`config.mk`:
```
export PLATFORM = sky130hd
export DESIGN_NAME = calc_seq_ctrl_flat
export DESIGN_NICKNAME = d
export VERILOG_FILES = /design/src/rtl/calc_seq_ctrl_if.sv /design/src/rtl/calc_seq_ctrl.sv /design/src/flat_wrapper.sv
export SDC_FILE = /design/constraint.sdc
export NUM_CORES = 1
export LEC_CHECK = 0
export ABC_AREA = 1
export ABC_CLOCK_PERIOD_IN_PS = 1500
export BUFFER_PORTS_ARGS = -buffer_cell sky130_fd_sc_hd__buf_4
export CAP_MARGIN = 20
export CORE_UTILIZATION = 49
export DETAILED_ROUTE_END_ITERATION = 12
export GPL_ROUTABILITY_DRIVEN = 0
export PLACE_DENSITY = 0.87
export SLEW_MARGIN = 20
export SYNTH_ARGS = -nofsm -noshare
export SYNTH_HDL_FRONTEND = slang
export SYNTH_SLANG_ARGS = --single-unit
export TNS_END_PERCENT = 10
```
`constraint.sdc`:
```
create_clock -name clk -period 1.5 [get_ports clk]
set_input_delay 0.3 -clock clk [delete_from_list [all_inputs] [get_ports clk]]
set_output_delay 0.3 -clock clk [all_outputs]
set_load 0.02 [all_outputs]
```
`src/rtl/calc_seq_ctrl_if.sv`:
```
// Board-input and ALU handshake bundle for the MiniCalculator sequencing controller.
// master = controller side, slave = ALU / board / display side.
interface calc_seq_ctrl_if #(
   parameter int unsigned OP_W = 4
);
   localparam int unsigned DW = 2 * OP_W;

   logic [3:0]      btn_i;
   logic [DW-1:0]   sw_i;
   logic            alu_start_o;
   logic [1:0]      alu_op_o;
   logic [OP_W-1:0] alu_a_o;
   logic [OP_W-1:0] alu_b_o;
   logic            alu_done_i;
   logic [DW-1:0]   alu_result_i;
   logic            alu_err_i;
   logic [DW-1:0]   disp_val_o;
   logic            busy_o;
   logic            led_o;

   modport master (
      input  btn_i, sw_i, alu_done_i, alu_result_i, alu_err_i,
      output alu_start_o, alu_op_o, alu_a_o, alu_b_o, disp_val_o, busy_o, led_o
   );

   modport slave (
      output btn_i, sw_i, alu_done_i, alu_result_i, alu_err_i,
      input  alu_start_o, alu_op_o, alu_a_o, alu_b_o, disp_val_o, busy_o, led_o
   );
endinterface

```
`src/rtl/calc_seq_ctrl.sv`:
```
// MiniCalculator sequencing controller: button edge detect, operand latch, ALU start/wait, display/error.
// Optional WAIT timeout enabled by defining CALC_SEQ_CTRL_TIMEOUT_EN.
module calc_seq_ctrl #(
   parameter int unsigned OP_W = 4
`ifdef CALC_SEQ_CTRL_TIMEOUT_EN
   , parameter int unsigned TIMEOUT = 64
`endif
) (
   input  logic              clk,
   input  logic              rst,
   calc_seq_ctrl_if.master   bus
);
   localparam int unsigned DW = 2 * OP_W;
`ifdef CALC_SEQ_CTRL_TIMEOUT_EN
   localparam int unsigned CNT_W = (TIMEOUT > 2) ? $clog2(TIMEOUT) : 1;
`endif

   typedef enum logic [2:0] {
      S_IDLE,
      S_ISSUE,
      S_WAIT,
      S_DONE,
      S_ERR
   } state_t;

   state_t          state_q, state_d;
   logic [1:0]      op_q, op_d;
   logic [OP_W-1:0] a_q, a_d;
   logic [OP_W-1:0] b_q, b_d;
   logic [DW-1:0]   res_q, res_d;
   logic            show_res_q, show_res_d;
   logic [3:0]      btn_q;
   logic            start_q, busy_q, led_q;
`ifdef CALC_SEQ_CTRL_TIMEOUT_EN
   logic [CNT_W-1:0] cnt_q, cnt_d;
`endif

   logic [3:0]      press;
   logic            clr, exe, nxt, tgl, div0;
   logic [OP_W-1:0] sw_a, sw_b;

   assign sw_a = bus.sw_i[DW-1:OP_W];
   assign sw_b = bus.sw_i[OP_W-1:0];

   // Rising-edge presses, resolved to a single command: clear > execute > next op > toggle
   assign press = bus.btn_i & ~btn_q;
   assign clr   = press[1];
   assign exe   = ~press[1] & press[3];
   assign nxt   = ~press[1] & ~press[3] & press[0];
   assign tgl   = ~press[1] & ~press[3] & ~press[0] & press[2];
   assign div0  = (op_q == 2'd3) && (sw_b == '0);

   // Next-state and datapath-register update
   always_comb begin
      state_d    = state_q;
      op_d       = op_q;
      a_d        = a_q;
      b_d        = b_q;
      res_d      = res_q;
      show_res_d = show_res_q;
`ifdef CALC_SEQ_CTRL_TIMEOUT_EN
      cnt_d      = cnt_q;
`endif
      if (clr) begin
         state_d    = S_IDLE;
         res_d      = '0;
         show_res_d = 1'b0;
      end else begin
         case (state_q)
            S_IDLE, S_DONE: begin
               if (exe) begin
                  if (div0) begin
                     state_d = S_ERR;
                  end else begin
                     a_d     = sw_a;
                     b_d     = sw_b;
                     state_d = S_ISSUE;
                  end
               end else if (nxt) begin
                  op_d    = op_q + 2'd1;
                  state_d = S_IDLE;
               end else if (tgl) begin
                  show_res_d = ~show_res_q;
               end
            end
            S_ISSUE: begin
               state_d = S_WAIT;
`ifdef CALC_SEQ_CTRL_TIMEOUT_EN
               cnt_d   = '0;
`endif
            end
            S_WAIT: begin
               // A done pulse in the final timeout cycle still wins
               if (bus.alu_done_i) begin
                  res_d      = bus.alu_result_i;
                  show_res_d = 1'b1;
                  state_d    = bus.alu_err_i ? S_ERR : S_DONE;
               end
`ifdef CALC_SEQ_CTRL_TIMEOUT_EN
               else if (cnt_q == CNT_W'(TIMEOUT - 1)) begin
                  state_d = S_ERR;
               end else begin
                  cnt_d = cnt_q + CNT_W'(1);
               end
`endif
            end
            S_ERR: begin
               state_d = S_ERR;
            end
            default: begin
               state_d = S_IDLE;
            end
         endcase
      end
   end

   // State and output registers
   always_ff @(posedge clk) begin
      if (rst) begin
         state_q    <= S_IDLE;
         op_q       <= '0;
         a_q        <= '0;
         b_q        <= '0;
         res_q      <= '0;
         show_res_q <= 1'b0;
         btn_q      <= '0;
         start_q    <= 1'b0;
         busy_q     <= 1'b0;
         led_q      <= 1'b0;
`ifdef CALC_SEQ_CTRL_TIMEOUT_EN
         cnt_q      <= '0;
`endif
      end else begin
         state_q    <= state_d;
         op_q       <= op_d;
         a_q        <= a_d;
         b_q        <= b_d;
         res_q      <= res_d;
         show_res_q <= show_res_d;
         btn_q      <= bus.btn_i;
         start_q    <= (state_d == S_ISSUE);
         busy_q     <= (state_d == S_ISSUE) || (state_d == S_WAIT);
         led_q      <= (state_d == S_ERR);
`ifdef CALC_SEQ_CTRL_TIMEOUT_EN
         cnt_q      <= cnt_d;
`endif
      end
   end

   assign bus.alu_start_o = start_q;
   assign bus.alu_op_o    = op_q;
   assign bus.alu_a_o     = a_q;
   assign bus.alu_b_o     = b_q;
   assign bus.busy_o      = busy_q;
   assign bus.led_o       = led_q;

   // Operand view follows the switches live; error forces all segments on
   assign bus.disp_val_o  = (state_q == S_ERR) ? '1 :
                            (show_res_q ? res_q : bus.sw_i);
endmodule

```
`src/flat_wrapper.sv`:
```
// flat-port wrapper written by rule: the top's interface ports become plain ports
module calc_seq_ctrl_flat 
#(
   parameter int unsigned OP_W = 4

)
  (clk, rst, bus_btn_i, bus_sw_i, bus_alu_done_i, bus_alu_result_i, bus_alu_err_i, bus_alu_start_o, bus_alu_op_o, bus_alu_a_o, bus_alu_b_o, bus_disp_val_o, bus_busy_o, bus_led_o);
  calc_seq_ctrl_if #(.OP_W(OP_W)) bus_i ();
  input  logic clk;
  input  logic rst;
  input wire logic [$bits(bus_i.btn_i)-1:0] bus_btn_i;
  input wire logic [$bits(bus_i.sw_i)-1:0] bus_sw_i;
  input wire logic [$bits(bus_i.alu_done_i)-1:0] bus_alu_done_i;
  input wire logic [$bits(bus_i.alu_result_i)-1:0] bus_alu_result_i;
  input wire logic [$bits(bus_i.alu_err_i)-1:0] bus_alu_err_i;
  output wire logic [$bits(bus_i.alu_start_o)-1:0] bus_alu_start_o;
  output wire logic [$bits(bus_i.alu_op_o)-1:0] bus_alu_op_o;
  output wire logic [$bits(bus_i.alu_a_o)-1:0] bus_alu_a_o;
  output wire logic [$bits(bus_i.alu_b_o)-1:0] bus_alu_b_o;
  output wire logic [$bits(bus_i.disp_val_o)-1:0] bus_disp_val_o;
  output wire logic [$bits(bus_i.busy_o)-1:0] bus_busy_o;
  output wire logic [$bits(bus_i.led_o)-1:0] bus_led_o;
  assign bus_i.btn_i = bus_btn_i;
  assign bus_i.sw_i = bus_sw_i;
  assign bus_i.alu_done_i = bus_alu_done_i;
  assign bus_i.alu_result_i = bus_alu_result_i;
  assign bus_i.alu_err_i = bus_alu_err_i;
  assign bus_alu_start_o = bus_i.alu_start_o;
  assign bus_alu_op_o = bus_i.alu_op_o;
  assign bus_alu_a_o = bus_i.alu_a_o;
  assign bus_alu_b_o = bus_i.alu_b_o;
  assign bus_disp_val_o = bus_i.disp_val_o;
  assign bus_busy_o = bus_i.busy_o;
  assign bus_led_o = bus_i.led_o;
  calc_seq_ctrl #(.OP_W(OP_W)) u_core (.clk(clk), .rst(rst), .bus(bus_i));
endmodule
```
* Word level (Yosys, flattened, before mapping)
Index checks and enable logic that the tools add are counted.
** Storage, ports and cells
- Output and inout bits :: 21
- Flip-flop bits (word level) :: 29
- Input bits :: 24
- Word-level logic and storage cells :: 61
** Cells by class
- Add/sub/neg operators :: 1
- Eq/ne operators :: 12
- Bitwise gates (word level) :: 13
- Reduce and logical (&&, ||, !) cells :: 11
- Muxes and demuxes :: 14
** Operators with widths (number)
- $mux 3 :: 6
- $mux 8 :: 2
- $pmux 3 s4 :: 1
- $eq 3x2->1 const B :: 3
- $reduce_and 4->1 :: 2
- $eq 3x1->1 const B :: 2
- $eq 3x3->1 const B :: 2
- $ne 2x2->1 const B :: 3
- $not 1->1 :: 6
- $and 1x1->1 :: 5
- $reduce_and 5->1 :: 1
- $and 4x4->4 :: 1
- $logic_not 4->1 :: 1
- $mux 1 :: 4
- $not 4->4 :: 1
- $reduce_or 2->1 :: 2
- $logic_not 3->1 :: 1
- $add 2x1->2 const B :: 1
- $eq 2x2->1 const B :: 1
- $ne 2x1->1 const B :: 1
- $pmux 1 s2 :: 1
- $reduce_and 2->1 :: 1
- $reduce_bool 2->1 :: 1
- $logic_and 1x1->1 :: 1
- $logic_or 1x1->1 :: 1

* Longest topological paths before layout
- Depth after elaboration :: 11
- Depth in mapped cells :: 10
- Mapped depth without buffers :: 10

* Worst setup path before layout
OpenSTA, ideal clock, no wires.
- Path type :: reg-to-output
- Start :: reg u_core.show_res_q
- End :: out bus_disp_val_o[0]
- Arrival time :: 1.108 ns
- Required time :: 1.200 ns
- Slack :: 0.092 ns
- Cell stages (with the launch flop) :: 5
- Path through :: dfxtp_1 clkbuf_1 clkbuf_1 nand2_1 o211ai_1
** Between the ends
- Longest elaborated chain between the ends :: 2
** RTL lines
- from (decl) :: RTL line calc_seq_ctrl.sv:31 : logic show_res_q, show_res_d;
- from (signal assigned) :: RTL line calc_seq_ctrl.sv:139 : show_res_q <= show_res_d;
- $mux 8 :: RTL line calc_seq_ctrl.sv:159 : (show_res_q ? res_q : bus.sw_i);
- $mux 8 :: RTL line calc_seq_ctrl.sv:158 : assign bus.disp_val_o = (state_q == S_ERR) ? '1 :
- to (decl) :: RTL line flat_wrapper.sv:20 : output wire logic [$bits(bus_i.disp_val_o)-1:0] bus_disp_val_o;
Every way passes these cells.

* Worst setup path after layout
- Start :: reg u_core.state_q[0]
- End :: out bus_disp_val_o[2]
** Between the ends
- Longest elaborated chain between the ends :: 2
** RTL lines
- from (decl) :: RTL line calc_seq_ctrl.sv:26 : state_t state_q, state_d;
- from (signal assigned) :: RTL line calc_seq_ctrl.sv:134 : state_q <= state_d;
- $eq 3x3->1 :: RTL line calc_seq_ctrl.sv:158
- $mux 8 :: RTL line calc_seq_ctrl.sv:158
Every way passes these cells.

==> summary by stage <==
Routing
The vias per cell is 5.15. The total wire length is 3290 um. Detailed routing inserted a total of 1401 vias.

The detailed router's first-iteration violation count is 31. The first detailed-routing pass took 4 iterations. The number of remaining DRC errors is 0. The count of nets left with antenna violations once routing finished came out at 0. Dividing the detail-routed wire length by the instance count gives 12.1 um.

GRT
The initial antenna violation count came to 0. The number of global-route vias before repair is 1207. The first global-routing pass estimated 5140 um of wire. Global routing used roughly a quarter of the available tracks across all layers. Entering global routing, the biggest net connects 18 pins.

Summed over all layers, the global routing overflow is 0.

Min path
The startpoint of the lowest-slack hold path is bus_alu_result_i[3]. The tightest min-delay check is of the input port to flop type.

Synth
The library cell with the largest summed area after synthesis is dfxtp_1. The number of register bits inferred by synthesis is 29. The mean instance size in the synthesized netlist is approximately 7.2 um^2. The async set-or-reset flop fraction in the synthesized netlist is 0%. The most common cell in the synthesized netlist is nand2_1. Synthesis produced a netlist whose cell count is 186. Sequential elements use 43.1% of the synthesized area. The cell area after technology mapping is 1350 um^2. In the post-synthesis netlist, the biggest area contributors are dfxtp_1, nand2_1, nor2_1, inv_1, a21oi_1.

Summed over its instances, the top area cell type makes up 43.1% of the synthesized netlist area. The net count after synthesis is between 200 and 250. In the synthesized netlist, the cells that appear most often are nand2_1, nor2_1, dfxtp_1.

The count of warnings emitted by yosys is 0. The synthesized netlist contains 26 unique library cells. For this run, the leading register cell type out of synthesis is dfxtp_1.

In this run, synthesis inferred 0 flip-flops with an integrated enable.

Critical path
The critical path is of the flop to primary output type. On the critical path, the stage with the largest delay is an instance of dfxtp_2. The worst register-to-register path begins at u_core.state_q[0]$_SDFF_PP0_. Walking the worst path, the cells encountered are inv_2 -> nand3_4 -> o211ai_1 -> buf_4. At the worst endpoint, the required time is 1200 ps. The data arrival time of the critical path is 1210 ps. The startpoint type of the worst setup path is a flop. The endpoint class of the critical path is a primary output.

Counting both buffers and inverters, the worst setup path holds a total of 2. The kind of cell adding the most delay to the critical path is flip-flops. For this run, the slowest stage of the critical path takes 350 ps. The most critical setup path has its startpoint at u_core.state_q[0]$_SDFF_PP0_. The maximum net fanout on the critical path is 5.

CTS
Counting along the longest clock path gives a buffer depth of 2. The quantity of hold-fixing buffers added after cts is 0. The register clock-pin slew on the reported worst setup and hold paths is 90 ps. The number of H-tree branching levels is 2. TritonCTS built the clock tree. The clock sink count is 29. The worst-skew pair later-pin latency is 330 ps.

The number of clock buffers added by TritonCTS is 5. The tree is rooted in a clkbuf_4.

Timing
Setup repair after global routing could not meet its margin everywhere. The post-layout minimum cycle time is 1510 ps. Setup violations remaining at the end of the flow were counted as 1. In this run the tightest slew margin relative to its limit is ~82%.

The final-report max-slew violation count was 0. In the post-route analysis, the smallest setup slack over all paths is -14.3 ps. At the pin with the least slew margin, the transition time is 267 ps.

The clock arrives with between 6 and 7 ps of skew. The total count of hold-check failures in the final report was 0. The setup TNS after final layout is -14.3 ps. The part of the cycle the worst path needs is 101%. For this run, the top clock speed supported by timing is 660 MHz.

Placement
The placed cell area is 1730 um^2. In this run the tool buffered the top-level ports with 44 buffer cells. The HPWL after detailed placement is 2410 um.

Job
The max-capacitance violation count is 0.

Power
The analysis attributes to cell leakage a power of 0.882 nW. The power per cell area is 972 nW/um^2. The peak ir drop on the vdd network is 0.915 mV.

Cells and area
The proportion of layout cells with a drive suffix above 1 is ~33%. The signed area change from the synthesized netlist to the final layout is 38.2%. The final layout contains 266 nets. The sequential cells in the finished layout cover a total of 588 um^2. The area taken by multi-input logic gates is 686 um^2. The fill cell instance count of the final layout is roughly 220. The design area is 1860 um^2. The total inserted antenna cells is 0.

Floorplan
The area inside the core boundary is 2540 um^2. The die covers 2960 um^2. The floorplan has 18 rows. The top-level I/O count is 45.

The die is 54.4 um wide. The effective utilization at floorplan is around 53%. In this run the vertical extent of the chip is 54.4 um.

Outcome
The run finished, with violations left. The final reports fail on setup timing.
==> flip-flops by register name, summed over array words and instances, names as in the netlist <==
signal                  flops
u_core.btn_q                4
u_core.state_q              3
u_core.bus.busy_o           1
u_core.bus.alu_a_o          4
u_core.bus.alu_b_o          4
u_core.bus.alu_op_o         2
u_core.bus.alu_start_o      1
u_core.res_q                8
u_core.show_res_q           1
u_core.bus.led_o            1
==> routing by layer <==
metal  vias up  GRT usage (%)  part of all wire, %
met5         -              0                    0
met4         0           12.8                  2.6
met3        11           9.44                  6.7
met2        50           40.4                   47
met1       609           28.5                   43
li1        731              -                    -
==> per-stage QoR <==
| step | cells | total power [W] | setup WS, ps | hold WS [ps] | util [%] |
|---|---|---|---|---|---|
| after global placement | 261 | 0.00126 | 137 | 450 | 68.1 |
| after floorplan | 186 | 0.00110 | 91.9 | 407 | - |
| after CTS | 272 | 0.00182 | -1.08 | 179 | 72.6 |
| after global routing | 272 | 0.00191 | -95.9 | 182 | 73.2 |
| final | 272 | 0.00181 | -14.3 | 185 | 73.2 |
| after detailed placement | 261 | 0.00127 | 136 | 457 | 68.1 |
==> what timing repair did <==
| item | CTS | global route |
|---|---|---|
| pin swaps | 2 | 1 |
| setup buffers | 1 | 0 |
| cloned | 2 | 0 |
| gates resized for setup | 8 | 6 |
| endpoints found under the setup margin | 8 | 25 |
==> cell families (layout without fill, tap and decap cells) <==
family                     after synthesis  after routing  synth area share, %
and+or+nand+nor                         92             93                 31.2
buffers and inverters                   27             82                 8.45
adders and majority gates                1              1                0.928
muxes                                    1              1                0.743
DFF                                     29             29                 43.1
AOI/OAI and AO/OA                       36             36                 15.6
==> placed cells by master, fill, tap and decap left out, types with 2 or more instances in the layout <==
cell type   n
dfxtp_2     3
inv_2       3
clkbuf_4    5
o21ai_0    12
nor2_4      3
nand4_1     9
buf_4      51
nand2_1    35
a31oi_1     2
a21oi_1    12
dfxtp_1    25
nor2_1     33
clkbuf_8    2
nand3_4     2
nand3_1     6
nor2_2      2
inv_1      17
o211ai_1    7
==> power breakdown <==
| group | switching (W) | internal, W | total, W |
|---|---|---|---|
| registers | 0.0000279 | 0.000808 | 0.000836 |
| clock network | 0.000264 | 0.000271 | 0.000535 |
| logic | 0.000244 | 0.000195 | 0.000439 |
| total | 0.000536 | 0.00127 | 0.00181 |
==> worst min-delay path: cells and delay by family <==
kind | cells | cell delay, ps
buffers and inverters | 1 | 70
and+or+nand+nor | 2 | 110
==> path summary, 6_finish.rpt <==
kind | to | slack, ps | cells past startpoint
worst max-delay path | bus_disp_val_o[2] | -10 | 4
worst min-delay path | u_core.res_q[3]$_SDFFE_PP0P_ | 190 | 3
worst max register to register | u_core.res_q[2]$_SDFFE_PP0P_ | 110 | 8
worst min register to register | u_core.bus.alu_a_o[1]$_SDFFE_PP0P_ | 470 | 2
==> layout make-up <==
type                    instances  area share (%)
flip-flops and latches         29            31.6
multi-input cells             131            36.8
well taps                      30            2.02
inverters                      21            4.37
repair buffers                 53            21.4
clock buffers                   7            3.49
clock inverters                 1           0.269
Power figures use the tool's default switching activity.
